[src/rtl/mem_access_unit.sv]
// Initiator for a 32-bit little-endian data memory with a combinational read port.
// Loads take 2 cycles and errors 1. Word stores take 2 cycles. Sub-word stores take 3 (read-modify-write). req_ready is high only in IDLE.
`timescale 1ns/1ps
module mem_access_unit #(
  parameter int ADDR_W = 10
) (
  input  logic              clk,
  input  logic              rst_n,
  input  logic              req_valid,
  output logic              req_ready,
  input  logic              req_we,
  input  logic [1:0]        req_size,
  input  logic              req_signed,
  input  logic [ADDR_W-1:0] req_addr,
  input  logic [31:0]       req_wdata,
  output logic              resp_valid,
  output logic [31:0]       resp_rdata,
  output logic              resp_err,
  output logic              mem_read,
  output logic              mem_write,
  output logic [ADDR_W-1:0] mem_addr,
  output logic [31:0]       mem_wrdata,
  input  logic [31:0]       mem_rddata
);

  typedef enum logic [1:0] {S_IDLE, S_RD, S_WR, S_RESP} state_t;

  state_t              state_q, state_d;
  logic                we_q, we_d;
  logic [1:0]          size_q, size_d;
  logic                sgn_q, sgn_d;
  logic [1:0]          lane_q, lane_d;
  logic [31:0]         wdata_q, wdata_d;
  logic                ready_q, ready_d;
  logic                resp_valid_q, resp_valid_d;
  logic [31:0]         rdata_q, rdata_d;
  logic                err_q, err_d;
  logic                mem_read_q, mem_read_d;
  logic                mem_write_q, mem_write_d;
  logic [ADDR_W-1:0]   addr_q, addr_d;
  logic [31:0]         wrdata_q, wrdata_d;
  logic                bad_req;

  function automatic logic [31:0] extract(input logic [31:0] w, input logic [1:0] size,
                                          input logic [1:0] lane, input logic sgn);
    logic [7:0]  b;
    logic [15:0] h;
    logic [31:0] r;
    b = w[{lane, 3'b000} +: 8];
    h = lane[1] ? w[31:16] : w[15:0];
    case (size)
      2'b00:   r = {{24{sgn & b[7]}}, b};
      2'b01:   r = {{16{sgn & h[15]}}, h};
      default: r = w;
    endcase
    return r;
  endfunction

  // Replace only the addressed lane of the word just read back.
  function automatic logic [31:0] merge(input logic [31:0] w, input logic [1:0] size,
                                        input logic [1:0] lane, input logic [31:0] wd);
    logic [31:0] r;
    r = w;
    if (size == 2'b00) r[{lane, 3'b000} +: 8] = wd[7:0];
    else               r[{lane[1], 4'b0000} +: 16] = wd[15:0];
    return r;
  endfunction

  assign bad_req = (req_size == 2'b11) ||
                   (req_size == 2'b01 && req_addr[0]) ||
                   (req_size == 2'b10 && req_addr[1:0] != 2'b00);

  always_comb begin
    state_d      = state_q;
    we_d         = we_q;
    size_d       = size_q;
    sgn_d        = sgn_q;
    lane_d       = lane_q;
    wdata_d      = wdata_q;
    ready_d      = ready_q;
    resp_valid_d = 1'b0;
    rdata_d      = 32'h0;
    err_d        = 1'b0;
    mem_read_d   = 1'b0;
    mem_write_d  = 1'b0;
    addr_d       = addr_q;
    wrdata_d     = wrdata_q;
    case (state_q)
      S_IDLE: begin
        ready_d = 1'b1;
        if (req_valid && ready_q) begin
          we_d    = req_we;
          size_d  = req_size;
          sgn_d   = req_signed;
          lane_d  = req_addr[1:0];
          wdata_d = req_wdata;
          addr_d  = {req_addr[ADDR_W-1:2], 2'b00};
          ready_d = 1'b0;
          if (bad_req) begin
            state_d      = S_RESP;
            resp_valid_d = 1'b1;
            err_d        = 1'b1;
          end else if (req_we && req_size == 2'b10) begin
            state_d     = S_WR;
            mem_write_d = 1'b1;
            wrdata_d    = req_wdata;
          end else begin
            state_d    = S_RD;
            mem_read_d = 1'b1;
          end
        end
      end
      S_RD: begin
        if (we_q) begin
          state_d     = S_WR;
          mem_write_d = 1'b1;
          wrdata_d    = merge(mem_rddata, size_q, lane_q, wdata_q);
        end else begin
          state_d      = S_RESP;
          resp_valid_d = 1'b1;
          rdata_d      = extract(mem_rddata, size_q, lane_q, sgn_q);
        end
      end
      S_WR: begin
        state_d      = S_RESP;
        resp_valid_d = 1'b1;
      end
      default: begin
        state_d = S_IDLE;
        ready_d = 1'b1;
      end
    endcase
  end

  always_ff @(posedge clk) begin
    if (!rst_n) begin
      state_q      <= S_IDLE;
      we_q         <= 1'b0;
      size_q       <= 2'b00;
      sgn_q        <= 1'b0;
      lane_q       <= 2'b00;
      wdata_q      <= 32'h0;
      ready_q      <= 1'b0;
      resp_valid_q <= 1'b0;
      rdata_q      <= 32'h0;
      err_q        <= 1'b0;
      mem_read_q   <= 1'b0;
      mem_write_q  <= 1'b0;
      addr_q       <= '0;
      wrdata_q     <= 32'h0;
    end else begin
      state_q      <= state_d;
      we_q         <= we_d;
      size_q       <= size_d;
      sgn_q        <= sgn_d;
      lane_q       <= lane_d;
      wdata_q      <= wdata_d;
      ready_q      <= ready_d;
      resp_valid_q <= resp_valid_d;
      rdata_q      <= rdata_d;
      err_q        <= err_d;
      mem_read_q   <= mem_read_d;
      mem_write_q  <= mem_write_d;
      addr_q       <= addr_d;
      wrdata_q     <= wrdata_d;
    end
  end

  assign req_ready  = ready_q;
  assign resp_valid = resp_valid_q;
  assign resp_rdata = rdata_q;
  assign resp_err   = err_q;
  assign mem_read   = mem_read_q;
  assign mem_write  = mem_write_q;
  assign mem_addr   = addr_q;
  assign mem_wrdata = wrdata_q;

endmodule

[config.mk]
export PLATFORM = sky130hd
export DESIGN_NAME = mem_access_unit
export DESIGN_NICKNAME = d
export VERILOG_FILES = /design/src/rtl/mem_access_unit.sv
export SDC_FILE = /design/constraint.sdc
export NUM_CORES = 1
export LEC_CHECK = 0
export ABC_AREA = 0
export BUFFER_PORTS_ARGS = -buffer_cell sky130_fd_sc_hd__buf_2
export CAP_MARGIN = 0
export CORE_MARGIN = 4
export CORE_UTILIZATION = 52
export DETAILED_ROUTE_END_ITERATION = 16
export GPL_TIMING_DRIVEN = 0
export PLACE_DENSITY = 0.91
export SYNTH_ARGS = -nofsm -noshare
export SYNTH_HDL_FRONTEND = slang
export SYNTH_SLANG_ARGS = --single-unit
[constraint.sdc]
create_clock -name clk -period 2.7 [get_ports clk]
set_input_delay 0.405 -clock clk [delete_from_list [all_inputs] [get_ports clk]]
set_output_delay 0.405 -clock clk [all_outputs]
set_load 0.05 [all_outputs]
-- After elaboration in Yosys (flattened, before gate mapping)
Cells that the tools add are included.
- output and inout bits: 79
- input port bits: 81
- flip-flop bits (word level): 101
- word-level logic and storage cells: 80
- eq/ne operators: 10
- add/subtract/negate cells: 2
- bitwise logic cells: 6
- multiplexer cells: 27
- reduce and logical (&&, ||, !) cells: 16
- shift-type cells: 5
- operators by type and width (kind ; count):
    2-to-1 mux 32 bit ; 5
    case mux 32 bit (2 select lines) ; 2
    bitwise mux 32 bit ; 2
    variable shift 16 x 7 -> 32 bit, first input constant ; 1
    variable shift 8 x 7 -> 32 bit, first input constant ; 1
    indexed part select 16 x 7 -> 32 bit ; 1
    indexed part select 32 x 6 -> 8 bit ; 1
    indexed part select 8 x 7 -> 32 bit ; 1
    2-to-1 mux 16 bit ; 1
    negator 5 -> 7 bit ; 2
    2-to-1 mux 1 bit ; 10
    inequality test 2 bit, second input constant ; 4
    equality test 2 x 1 -> 1 bit, second input constant ; 3
    equality test 2 bit, second input constant ; 3
    2-to-1 mux 2 bit ; 3
    case mux 2 bit (3 select lines) ; 1
    AND reduction 5 bit ; 1
    logical AND 1 bit ; 4
    logical NOT 2 bit ; 2
    NOT 1 bit ; 4
    case mux 1 bit (2 select lines) ; 2
    AND reduction 2 bit ; 2
    nonzero test 2 bit ; 2
    OR reduction 4 bit ; 1
    other kinds (5) ; 7

-- Longest topological paths before layout
- depth in word-level cells: 7
- mapped depth: 9
- depth with buffers taken out: 6

-- Least setup slack after synthesis
No wires, ideal clock.
- path kind: register to register
- start: register lane_q[0]
- end: register wrdata_q[2], in the netlist mem_wrdata[2]
- library setup time: 60 ps
- slack: 424 ps
- period minus slack after synthesis: 2276 ps
- data arrival time: 2216 ps
- stages on the path, launching flop included: 10
- required time: 2640 ps
- path buffers: 3
- cells stage by stage: dfxtp_1 > clkbuf_1 > inv_1 > ha_1 > buf_2 > nor4bb_1 > clkbuf_1 > a221oi_1 > nor2_1 > o221a_2
- cells in the longest elaborated chain, start to end: 6
- elaborated cells between the ends (all ways): 7
- those cells by class: 1 x add/sub; 2 x shift; 4 x mux
- RTL lines (item ; line ; source):
    from (decl) ; 32 ; logic [1:0] lane_q, lane_d;
    from (signal assigned) ; 156 ; lane_q <= lane_d;
    negator 5 -> 7 bit (*) ; 64 ; if (size == 2'b00) r[{lane, 3'b000} +: 8] = wd[7:0];
    indexed part select 8 x 7 -> 32 bit / variable shift 8 x 7 -> 32 bit (equally long branches) ; 64 ;
    bitwise mux 32 bit (*) ; 64 ;
    2-to-1 mux 32 bit (*) ; 64 ;
    2-to-1 mux 32 bit (*) ; 114 ; if (we_q) begin
    case mux 32 bit (2 select lines) (*) ; 88 ; case (state_q)
    to (signal assigned) ; 165 ; wrdata_q <= wrdata_d;
    to (decl) ; 41 ; logic [31:0] wrdata_q, wrdata_d;
Every way passes the cells marked *; elsewhere a longest branch is shown, timed or not. The select of a mux whose other input is x is not followed.
A chain may end at the register's enable or synchronous reset.

-- Worst setup path after layout
- start: register lane_q[0]
- end: register wrdata_q[17], in the netlist mem_wrdata[17]
The elaborated chain is that of the path after synthesis.

==> metrics.md <==
| Metric | Value |
|---|---|
| Aggregate global-route resource usage | 29.2% |
| Die width | 110 um |
| Wire per inst | 18.6 um |
| DRT iter0 DRCs | 614 |
| CTS tree | built |
| Antenna Cells | 0 |
| Cell with the most instances after synthesis | nand2_1 |
| Max_slew headroom | 58.5% |
| Placed cell areas | 6410 um^2 |
| Layout cells sized above 1 | 26.3% |
| Top cell type's share of synthesized area | 37.1% |
| Placer Congestion | 1.00 |
| Total CTS buffers | 9 |
| Clk sinks | 101 |
| Clk root buf | clkbuf_8 |
| Floorplan die height | 110 um |
| Syn. warnings | 0 |
| Design area | 6630 um^2 |
| Vias | 5892 |
| #FFs+latches synth | 101 |
| Worst setup margin | 0.193 ns |
| Core region area | 10300 um^2 |
| DRC | 0 |
| Synth async-reset ratio | 0% |
| Max Root-Sink Buffers | 2 |
| Clk_skew | 0.0136 ns |
| # nets final | 932 |
| Initial Utilization | 53.1% |
| Worst path required time | 3.00 ns |
| Startpoint Class | flip-flop |
| Leak pwr | 0.00278 uW |
| Dominant cells by area after synthesis | dfxtp_1 (37%), nand2_1 (8.0%), a21oi_1 (6.9%) |
| Synth area leader | dfxtp_1 |
| Max Clk Rate | 0.399 GHz |
| Final setup TNS | 0 ns |
| Clock transition at the registers of the reported paths | 0.11 ns |
| Syn Area/Cell | 8.10 um^2 |
| Critical path type | reg -> reg |
| Outcome | finished clean |
| Dpl hpwl | 13900 um |
| Global-route wire length before repair | 29200 um |
| HP Class | in -> reg |
| Congestion Overflow GR | 0 |
| Crit path arrival time | 2.81 ns |
| Worst-skew pair later-pin latency | 0.38 ns |
| Final Max Tran Viols | 0 |
| Vias in the first global route | 5560 |
| Fin crit share | 92.8% |
| Synth top cells by count | nand2_1 (116), dfxtp_1 (101), a21oi_1 (75), clkbuf_1 (39), nand3_1 (35) |
| PortBufs | 157 |
| Ports | 160 |
| RSZ-0062 raised after global routing | no |
| Peak supply drop | 0.000873 V |
| Largest net degree at the start of global routing | 19 |
| Max_cap viols | 0 |
| H-tree Lvls | 3 |
| Mapped Area | 5450 um^2 |
| Post-CTS setup buffer count | 0 |
| Initial antenna violation count | 0 |
| Endpoints failing hold | 0 |
| Worst-Margin Slew | 0.623 ns |
| Die ar. | 12200 um^2 |
| P&R area growth vs syn | 21.6% |
| Worst slack, placed | -0.191 ns |
| CP Max Fanout | 10 |
| Pre-antenna DRT Iters | 5 |
| WL final | 18300 um |
| Setup crit end kind | flip-flop |
| Top_reg_cell synth | dfxtp_1 |
| Final setup violation count | 0 |
| Cell count after synthesis | 673 |
| Min cycle time layout | 2.51 ns |
| PwrDens | 1050 nW/um^2 |
| Vias per cell | 5.99 |
| Core Util, Final | 64.5% |
| DRT antenna net count | 0 |
| Post-synth EDFFs | 0 |
| Site Rows | 37 |
| Seq/Total Area, Yosys | 37.1% |
| Synth cell types | 54 |
state kept, by name (all words and copies together) (netlist names):
signal and flops:
lane_q 2, mem_addr 8, mem_read 1, mem_wrdata 32, mem_write 1, req_ready 1, resp_err 1, resp_rdata 32
resp_valid 1, sgn_q 1, size_q 2, state_q 2, wdata_q 16, we_q 1
area by class of cell:
class / count / area, um^2
clock buffers: 9 / 124
plain buffers: 63 / 288
well taps: 136 / 170
multi-input cells: 486 / 3070
repair buffers: 157 / 786
fillers: 924 / 3650
inverters: 24 / 90.1
flip-flops and latches: 101 / 2020
clock inverters: 7 / 82.6
cell usage in the layout (no fill, tap or decap), types with 12 or more instances in the layout:
cell type,n
nor2b_1,12
nand2b_1,34
a21oi_1,75
a311oi_1,23
clkbuf_1,36
mux2i_1,30
inv_1,23
o21ai_0,25
nand3_1,35
dfxtp_1,100
buf_2,172
nor2_1,21
o221ai_1,15
nand2_1,116
path summary, 6_finish.rpt:
check,startpoint,end,slack (ns),cells past startpoint
setup / recovery,lane_q[0],mem_wrdata[17],0.19,8
hold / removal,req_addr[2],mem_addr[2],0.24,3
setup reg to reg,lane_q[0],mem_wrdata[17],0.19,8
hold reg to reg,mem_addr[2],mem_addr[2],0.46,2
worst max-delay path, cell delays in order, from the launching register on:
cell,delay (ns)
dfxtp_2,0.44
buf_2,0.28
inv_1,0.13
ha_1,0.29
nand4bb_1,0.20
clkbuf_1,0.25
nor3b_1,0.28
o221ai_1,0.25
a311oi_1,0.30
metal layers:
layer  routed length [um]  vias to the layer above  track usage (%)
met5                    0                        -                0
met4                  999                        0             14.2
met3                 1900                       76             5.81
met2                 8130                      344             46.4
met1                 7260                     2725             37.9
li1                     -                     2747                -
cell families after synthesis:
logic type	after synthesis	share of synthesized area, %
and+or+nand+nor	242	21.3
buffers and inverters	87	6.86
other	1	0.0688
adders and majority gates	9	2.07
AOI/OAI and AO/OA	193	25.0
muxes	40	7.57
DFF	101	37.1
repair_timing:
action | 4_1_cts | 5_1_grt
hold endpoints to repair | 0 | 0
endpoints found under the setup margin | 18 | 26
resized for setup | 2 | 4
hold buffers | 0 | 0
where the power goes:
group | switching [uW] | total, uW | internal, uW | leakage (uW)
registers | 238 | 2060 | 1830 | 0.000822
clock network | 579 | 1020 | 441 | 0.0000980
logic | 2680 | 3900 | 1210 | 0.00186
through the flow:
stage               cells  power, uW  hold slack, ns
finish                983       6980           0.241
global route          983       7380           0.228
CTS                   983       6920           0.239
detailed placement    967       5910           0.444
global placement      967       5830           0.438
floorplan             674       4930           0.445
Note: power is estimated with default switching activity, not from simulation.
